## src/rtl/ok_frame_rx.sv

```systemverilog
// Consumer end of the 7-bit "OK" status link: recognises "O","K",CR, holds a detect event until acked,
// and keeps saturating frame/error counters. Define OK_FRAME_RX_CASE_EN to also accept lower-case 'o'/'k'.
module ok_frame_rx #(
   parameter int CNT_W       = 8,
   parameter int TIMEOUT_CYC = 64
) (
   input  logic             i_clk,
   input  logic             i_rst_n,
   input  logic             i_valid,
   input  logic [6:0]       i_data,
   output logic             o_ready,
   output logic             o_ok_valid,
   input  logic             i_ok_ack,
   output logic [CNT_W-1:0] o_ok_count,
   output logic [CNT_W-1:0] o_err_count,
   output logic [1:0]       o_state
);

   typedef enum logic [1:0] {
      S_IDLE = 2'd0,
      S_O    = 2'd1,
      S_K    = 2'd2
   } state_t;

   localparam int                   TIMER_W    = $clog2(TIMEOUT_CYC);
   localparam logic [TIMER_W-1:0]   TIMER_LAST = TIMER_W'(TIMEOUT_CYC - 1);

   state_t             state_q, state_d;
   logic [TIMER_W-1:0] timer_q, timer_d;
   logic               ok_valid_q;
   logic [CNT_W-1:0]   ok_cnt_q, err_cnt_q;
   logic               xfer, ok_set, err_inc;

   function automatic logic is_o(input logic [6:0] c);
`ifdef OK_FRAME_RX_CASE_EN
      return (c == 7'h4F) || (c == 7'h6F);
`else
      return c == 7'h4F;
`endif
   endfunction

   function automatic logic is_k(input logic [6:0] c);
`ifdef OK_FRAME_RX_CASE_EN
      return (c == 7'h4B) || (c == 7'h6B);
`else
      return c == 7'h4B;
`endif
   endfunction

   // Stall only the CR slot while an earlier event is still unacknowledged.
   assign o_ready     = !((state_q == S_K) && ok_valid_q && !i_ok_ack);
   assign xfer        = i_valid && o_ready;
   assign o_ok_valid  = ok_valid_q;
   assign o_ok_count  = ok_cnt_q;
   assign o_err_count = err_cnt_q;
   assign o_state     = state_q;

   always_comb begin
      state_d = state_q;
      timer_d = timer_q;
      ok_set  = 1'b0;
      err_inc = 1'b0;
      case (state_q)
         S_IDLE: begin
            timer_d = '0;
            if (xfer && is_o(i_data)) state_d = S_O;
         end
         S_O: begin
            if (xfer) begin
               timer_d = '0;
               if (is_k(i_data)) begin
                  state_d = S_K;
               end else if (is_o(i_data)) begin
                  err_inc = 1'b1;
               end else begin
                  state_d = S_IDLE;
                  err_inc = 1'b1;
               end
            end else if (timer_q == TIMER_LAST) begin
               state_d = S_IDLE;
               timer_d = '0;
               err_inc = 1'b1;
            end else begin
               timer_d = timer_q + 1'b1;
            end
         end
         S_K: begin
            if (xfer) begin
               timer_d = '0;
               if (i_data == 7'h0D) begin
                  state_d = S_IDLE;
                  ok_set  = 1'b1;
               end else if (is_o(i_data)) begin
                  state_d = S_O;
                  err_inc = 1'b1;
               end else begin
                  state_d = S_IDLE;
                  err_inc = 1'b1;
               end
            end else if (!o_ready) begin
               timer_d = timer_q;
            end else if (timer_q == TIMER_LAST) begin
               state_d = S_IDLE;
               timer_d = '0;
               err_inc = 1'b1;
            end else begin
               timer_d = timer_q + 1'b1;
            end
         end
         default: begin
            state_d = S_IDLE;
            timer_d = '0;
         end
      endcase
   end

   always_ff @(posedge i_clk or negedge i_rst_n) begin
      if (!i_rst_n) begin
         state_q <= S_IDLE;
         timer_q <= '0;
      end else begin
         state_q <= state_d;
         timer_q <= timer_d;
      end
   end

   // A new event in the same cycle as an ack stays pending.
   always_ff @(posedge i_clk or negedge i_rst_n) begin
      if (!i_rst_n)      ok_valid_q <= 1'b0;
      else if (ok_set)   ok_valid_q <= 1'b1;
      else if (i_ok_ack) ok_valid_q <= 1'b0;
   end

   always_ff @(posedge i_clk or negedge i_rst_n) begin
      if (!i_rst_n) begin
         ok_cnt_q  <= '0;
         err_cnt_q <= '0;
      end else begin
         if (ok_set && (ok_cnt_q != '1))   ok_cnt_q  <= ok_cnt_q + 1'b1;
         if (err_inc && (err_cnt_q != '1)) err_cnt_q <= err_cnt_q + 1'b1;
      end
   end

endmodule

```

## config.mk

```make
export PLATFORM = sky130hd
export DESIGN_NAME = ok_frame_rx
export DESIGN_NICKNAME = d
export VERILOG_FILES = /design/src/rtl/ok_frame_rx.sv
export SDC_FILE = /design/constraint.sdc
export NUM_CORES = 1
export LEC_CHECK = 0
export ABC_CLOCK_PERIOD_IN_PS = 4100
export CAP_MARGIN = 0
export CORE_ASPECT_RATIO = 0.75
export CORE_MARGIN = 3
export CORE_UTILIZATION = 46
export CTS_CLUSTER_DIAMETER = 150
export CTS_CLUSTER_SIZE = 25
export DETAILED_ROUTE_END_ITERATION = 10
export GPL_TIMING_DRIVEN = 0
export HOLD_SLACK_MARGIN = 0.12
export PLACE_DENSITY = 0.74
export REMOVE_ABC_BUFFERS = 1
export SYNTH_ARGS = -nofsm -noshare
export SYNTH_HDL_FRONTEND = slang
export SYNTH_SLANG_ARGS = --single-unit
```

## constraint.sdc

```tcl
create_clock -name i_clk -period 4.1 [get_ports i_clk]
set_input_delay 0.615 -clock i_clk [delete_from_list [all_inputs] [get_ports i_clk]]
set_output_delay 0.615 -clock i_clk [all_outputs]
set_load 0.01 [all_outputs]
```

# ---- Yosys cells after proc, flatten, opt, wreduce, memory -nomap -nowiden
# Cells that the tools add are included.
dict set report word_totals {
  mem_count 0
  latch_bits 0
  reg_bits 25
  out_inout_bits 20
  ram_bits 0
  romBits 0
  input_bits 11
}
dict set report op_classes {
  n_reduce_logical 11
  div_mod_pow 0
  multipliers 0
  magnitude_cmp 0
  bitwise 0
  mux 27
  eq_ne 11
  shifts 0
  add_sub_neg 3
}
# operator n
set ops {}
lappend ops {{6-bit 2-to-1 mux} 4}
lappend ops {{8-bit by 1-bit adder with 8-bit output (second input constant)} 2}
lappend ops {{8-bit != test (second input constant)} 2}
lappend ops {{7-bit equality test (second input constant)} 2}
lappend ops {{2-bit 2-to-1 mux} 7}
lappend ops {{1-bit 2-to-1 mux} 13}
lappend ops {{6-bit one-hot mux with 2 select lines} 1}
lappend ops {{7-bit by 4-bit equality test with 1-bit output (second input constant)} 1}
lappend ops {{6-bit by 1-bit adder with 6-bit output (second input constant)} 1}
lappend ops {{6-bit equality test (second input constant)} 1}
lappend ops {{1-bit logical AND} 6}
lappend ops {{2-bit one-hot mux with 3 select lines} 1}
lappend ops {{4-bit != test (second input constant)} 1}
lappend ops {{3-bit != test (second input constant)} 1}
lappend ops {{3-bit AND reduction} 1}
lappend ops {{2-bit by 1-bit equality test with 1-bit output (second input constant)} 1}
lappend ops {{2-bit equality test (second input constant)} 1}
lappend ops {{1-bit zero test} 2}
lappend ops {{2-bit zero test} 1}
lappend ops {{2-bit != test (second input constant)} 1}
lappend ops {{1-bit one-hot mux with 2 select lines} 1}
lappend ops {{2-bit nonzero test} 1}

# ---- Depth between registers and ports, before layout
dict set report depth {
  ltp_word 8
  depth_mapped 7
}

# ---- Worst setup path after synthesis
# No wires, ideal clock.
dict set report synth_timing {
  path_type {input -> register}
  from {input i_data[2]}
  to {register err_cnt_q[1], in the netlist o_err_count[1]}
  stages 5
  required_ns 3.975
  n_path_buf 0
  t_arrival_ns 2.219
  slack_ns 1.756
  setup_ns 0.125
  path_cell_list {or4b_4 > or4b_4 > o211ai_4 > a21oi_2 > mux2_4}
}
dict set report synth_between {
  elab_chain_cells 5
  word_cells_on_any_way 8
  cone_classes {eq/ne (2); mux (5); reduce/logical (1)}
}
# item line
set synth_rtl {}
lappend synth_rtl {{start: declaration} 10} ;# input logic [6:0] i_data,
lappend synth_rtl {{7-bit by 4-bit equality test with 1-bit output or 7-bit equality test (tied branches)} {90, 46}}
lappend synth_rtl {{1-bit 2-to-1 mux (on tied branches)} {90, 71}}
lappend synth_rtl {{1-bit 2-to-1 mux (on tied branches)} {88, 69}}
lappend synth_rtl {{1-bit one-hot mux with 2 select lines *} 63} ;# case (state_q)
lappend synth_rtl {{1-bit logical AND *} 140} ;# if (err_inc && (err_cnt_q != '1)) err_cnt_q <= err_cnt_q + 1'b1;
lappend synth_rtl {{end signal: assignment} 140}
lappend synth_rtl {{end: declaration} 31} ;# logic [CNT_W-1:0] ok_cnt_q, err_cnt_q;
# Mark *: on every way between the ends. The rest lies on a longest branch, timed or not.
# A chain may end at the register's enable or synchronous reset.

# ---- Worst setup path in the final report
dict set report layout_timing {
  from {register state_q[0], in the netlist o_state[0]}
  to {output o_ready}
}
dict set report layout_between {
  elab_chain_cells 4
}
# item line
set layout_rtl {}
lappend layout_rtl {{start: declaration} 28} ;# state_t state_q, state_d;
lappend layout_rtl {{start signal: assignment} 122} ;# state_q <= state_d;
lappend layout_rtl {{2-bit equality test} 51} ;# assign o_ready = !((state_q == S_K) && ok_valid_q && !i_ok_ack);
lappend layout_rtl {{1-bit logical AND (2 in series)} 51}
lappend layout_rtl {{1-bit zero test} 51}
lappend layout_rtl {{end: declaration} 11} ;# output logic o_ready,
# No other way between the ends.

==> summary.log <==
[cells_and_area] area overhead of the layout relative to synthesis 26.99%
[critical_path] launching element of the worst setup path o_state[0]
[cells_and_area] Final Cell Area 0.001819 mm^2
[clock_tree] number of buffers between clock root and the deepest sink 2
[cells_and_area] proportion of layout cells with a drive suffix above 1 0.08284
[clock_tree] clock transition time at the flip-flop clock pins of the worst setup and hold paths 80 ps
[logic_synthesis] main flop type after synthesis sky130_fd_sc_hd__dfrtp_1
[sta] RSZ-0062 raised after global routing no
[place] post-detailed-placement half-perimeter wirelength 2.356 mm
[floorplan] horizontal extent of the die 70.44 um
[clock_tree] clock net sink count 25
[critical_path] reg2reg path depth 7
[routing] residual antenna-violating net count after detailed routing 0
[sta] worst clock skew 5.294 ps
[critical_path] Crit Path Category reg -> out
[sta] Setup-failing EPs final 0
[critical_path] Critical Path, Cell by Cell inv_1 > ha_1 > nand3b_1 > clkdlybuf4s50_1
[logic_synthesis] number of distinct standard cells referenced by the synthesized netlist 35
[critical_path] r2r startpoint o_state[0]
[logic_synthesis] number of synthesized flops with an enable pin 0
[global_route] grt total ovfl 0
[global_route] initial antenna violation count 0
[global_route] wire length of the first global-routing pass 5.319 mm
[logic_synthesis] sequential element share of the synthesized area 0.4367
[floorplan] Die Area 0.003827 mm^2
[routing] via density per instance 5.620
[sta] time the worst path needs with I/O delays and setup 2802 ps
[cells_and_area] number of nets in the final layout 188
[floorplan] effective utilization at floorplan 0.5148
[power_and_ir_drop] power density over cell area 292.6 mW/mm^2
[routing] detailed-route wire length 3.066 mm
[sta] worst hold slack 497.6 ps
[sta] final worst path period share 0.6834
[floorplan] Placeable Area 0.002783 mm^2
[clock_tree] TritonCTS clock tree done
[hold_path] hold path depth 1
[floorplan] die height 54.33 um
[clock_tree] number of CTS-inserted buffers 3
[logic_synthesis] number of warnings printed during yosys synthesis 0
[place] post-detailed-placement cell area 0.001774 mm^2
[clock_tree] Clock Latency Late Sink 270 ps
[critical_path] max incr delay on CP 620 ps
[sta] worst slew margin relative to its limit 0.2697
[place] buffers added on ports 30
[critical_path] critical path endpoint category output pin
[floorplan] number of rows in the core area 16
[routing] Wirelength per Cell 14.96 um
[global_route] overall routing resource usage 0.1784
[critical_path] endpoint of the most critical register-to-register path o_err_count[1]
[routing] vias 1152
[power_and_ir_drop] leakage dissipation 0.0007602 uW
[sta] maximum clock frequency 356.9 MHz
[sta] total negative slack 0 ps
[routing] first-pass detailed-route iteration total 4
[critical_path] maximum fanout count along the critical path 13
[critical_path] timing endpoint of the critical path o_ready
[floorplan] ports placed on the boundary 31
[clock_tree] level count of the clock H-tree 1
[critical_path] FF-to-FF setup slack 1560 ps
[hold_path] worst hold-check path type reg -> reg
[cells_and_area] number of diodes added for antenna fixing 0
[clock_tree] # resized after CTS 0
[logic_synthesis] Mapped Area 0.001433 mm^2
[clock_tree] root buffer selected by CTS sky130_fd_sc_hd__clkbuf_8
[place] global placer's final weighted congestion 0.8645
[clock_tree] count of hold buffers inserted by post-cts repair 0
[sta] measured slew at the worst slew-check pin 1092 ps
[power_and_ir_drop] IR Drop Worst-Case VDD 0.1752 mV
[global_route] pin count of the biggest net entering global routing 26
[critical_path] Slowest cell on crit path sky130_fd_sc_hd__clkdlybuf4s50_1
[logic_synthesis] share of async-settable or async-resettable flops after synthesis 1.000
[logic_synthesis] register bit count reported by yosys 25
[logic_synthesis] number of standard cells after synthesis 136
[routing] Starting DRT DRC Count 60
[job] max_cap viols 0
[critical_path] Critical Path RT 3480 ps
[power_and_ir_drop] total design power 532.3 uW
[critical_path] critical path data arrival time 2190 ps
[routing] drt drc 0
[clock_tree] buffers inserted by post-CTS timing repair 0
[outcome] result of the run completed
[logic_synthesis] Post-Syn Area per Cell 10.53 um^2
[critical_path] kind of start point of the critical path flop
[sta] Final Slew Violations 0
[sta] total count of hold-check failures in the final report 0
[global_route] number of global-route vias before repair 1146
[worst min-delay path by stage]
stage / slack [ps] / end / startpoint
after floorplan: 320 / o_err_count[0] / i_rst_n
after global placement: 480 / o_ok_count[7] / o_ok_count[7]
after detailed placement: 490 / o_ok_count[6] / o_ok_count[6]
after CTS: 500 / o_ok_count[6] / o_ok_count[6]
after global routing: 520 / o_err_count[5] / o_err_count[5]
final: 500 / o_ok_count[6] / o_ok_count[6]
[per-stage QoR]
step | cells | setup slack [ps] | utilization
finish | 205 | 1298 | 0.6538
global placement | 201 | 1238 | 0.6376
global route | 205 | 1183 | 0.6538
floorplan | 135 | 1756 | -
detailed placement | 201 | 1208 | 0.6376
CTS | 205 | 1310 | 0.6538
[cells by family (layout without fill, tap and decap cells)]
| group | Yosys count | after routing | share of synthesized area |
|---|---|---|---|
| adder cells (fa/ha/maj) | 7 | 7 | 0.06113 |
| XOR/XNOR | 17 | 17 | 0.1039 |
| AND/OR/NAND/NOR | 56 | 56 | 0.2262 |
| AO/OA/AOI/OAI | 21 | 21 | 0.1249 |
| buffers and inverters | 7 | 40 | 0.01834 |
| multiplexers | 3 | 3 | 0.02882 |
| flip-flops | 25 | 25 | 0.4367 |
[registers in the layout (all words and copies together) (netlist names)]
name         cells
o_err_count      8
o_ok_count       8
o_ok_valid       1
o_state          2
timer_q          6
[final cells by class]
type,instances,area [um^2]
clock buffers,4,45.04
fillers,239,963.4
inverters,6,22.52
multi-input cells,104,780.7
flip-flops and latches,25,625.6
well taps,36,45.04
repair buffers,30,300.3
[synth_stat cells (all sizes together), types with 3 or more instances]
| cell | number | share of area |
|---|---|---|
| inv | 6 | 0.016 |
| ha | 7 | 0.061 |
| xor2 | 11 | 0.067 |
| nor2 | 8 | 0.021 |
| nand2 | 10 | 0.026 |
| dfrtp | 25 | 0.44 |
| or4b | 3 | 0.026 |
| xnor2 | 6 | 0.037 |
| o21ai | 8 | 0.028 |
| mux2 | 3 | 0.029 |
| a211oi | 5 | 0.026 |
| nand4 | 10 | 0.044 |
| nand3 | 11 | 0.038 |
[critical path: cells and delay by family (launching register included)]
family / cells / cell delay [ps]
and+or+nand+nor: 1 / 420
adders and majority gates: 1 / 300
DFF: 1 / 450
buffers and inverters: 2 / 750
[report_power, final]
group	internal, uW	total [uW]	leakage, uW	switching (uW)
clock network	69.4	142	0.0000228	72.4
registers	259	281	0.000347	22.0
logic	55.3	109	0.000390	54.0
[cells in the final DEF, fill, tap and decap left out, drive strengths merged, types with 2 or more instances in the layout]
master | netlist | final
clkdlybuf4s50 | 0 | 30
dfrtp | 25 | 25
nand3 | 11 | 11
xor2 | 11 | 11
nand2 | 10 | 10
nand4 | 10 | 10
nor2 | 8 | 8
o21ai | 8 | 8
ha | 7 | 7
inv | 6 | 6
xnor2 | 6 | 6
a211oi | 5 | 5
clkbuf | 1 | 4
or4b | 3 | 3
mux2 | 3 | 3
nand2b | 2 | 2
a21oi | 2 | 2
nor4 | 2 | 2
and3 | 2 | 2
o2111ai | 2 | 2
[per-layer routing]
| layer | track usage | part of all wire |
|---|---|---|
| met5 | 0 | 0 |
| met4 | 0.07643 | 0.019 |
| met3 | 0.04771 | 0.038 |
| met2 | 0.3137 | 0.49 |
| met1 | 0.2114 | 0.45 |
Power figures use the tool's default switching activity.
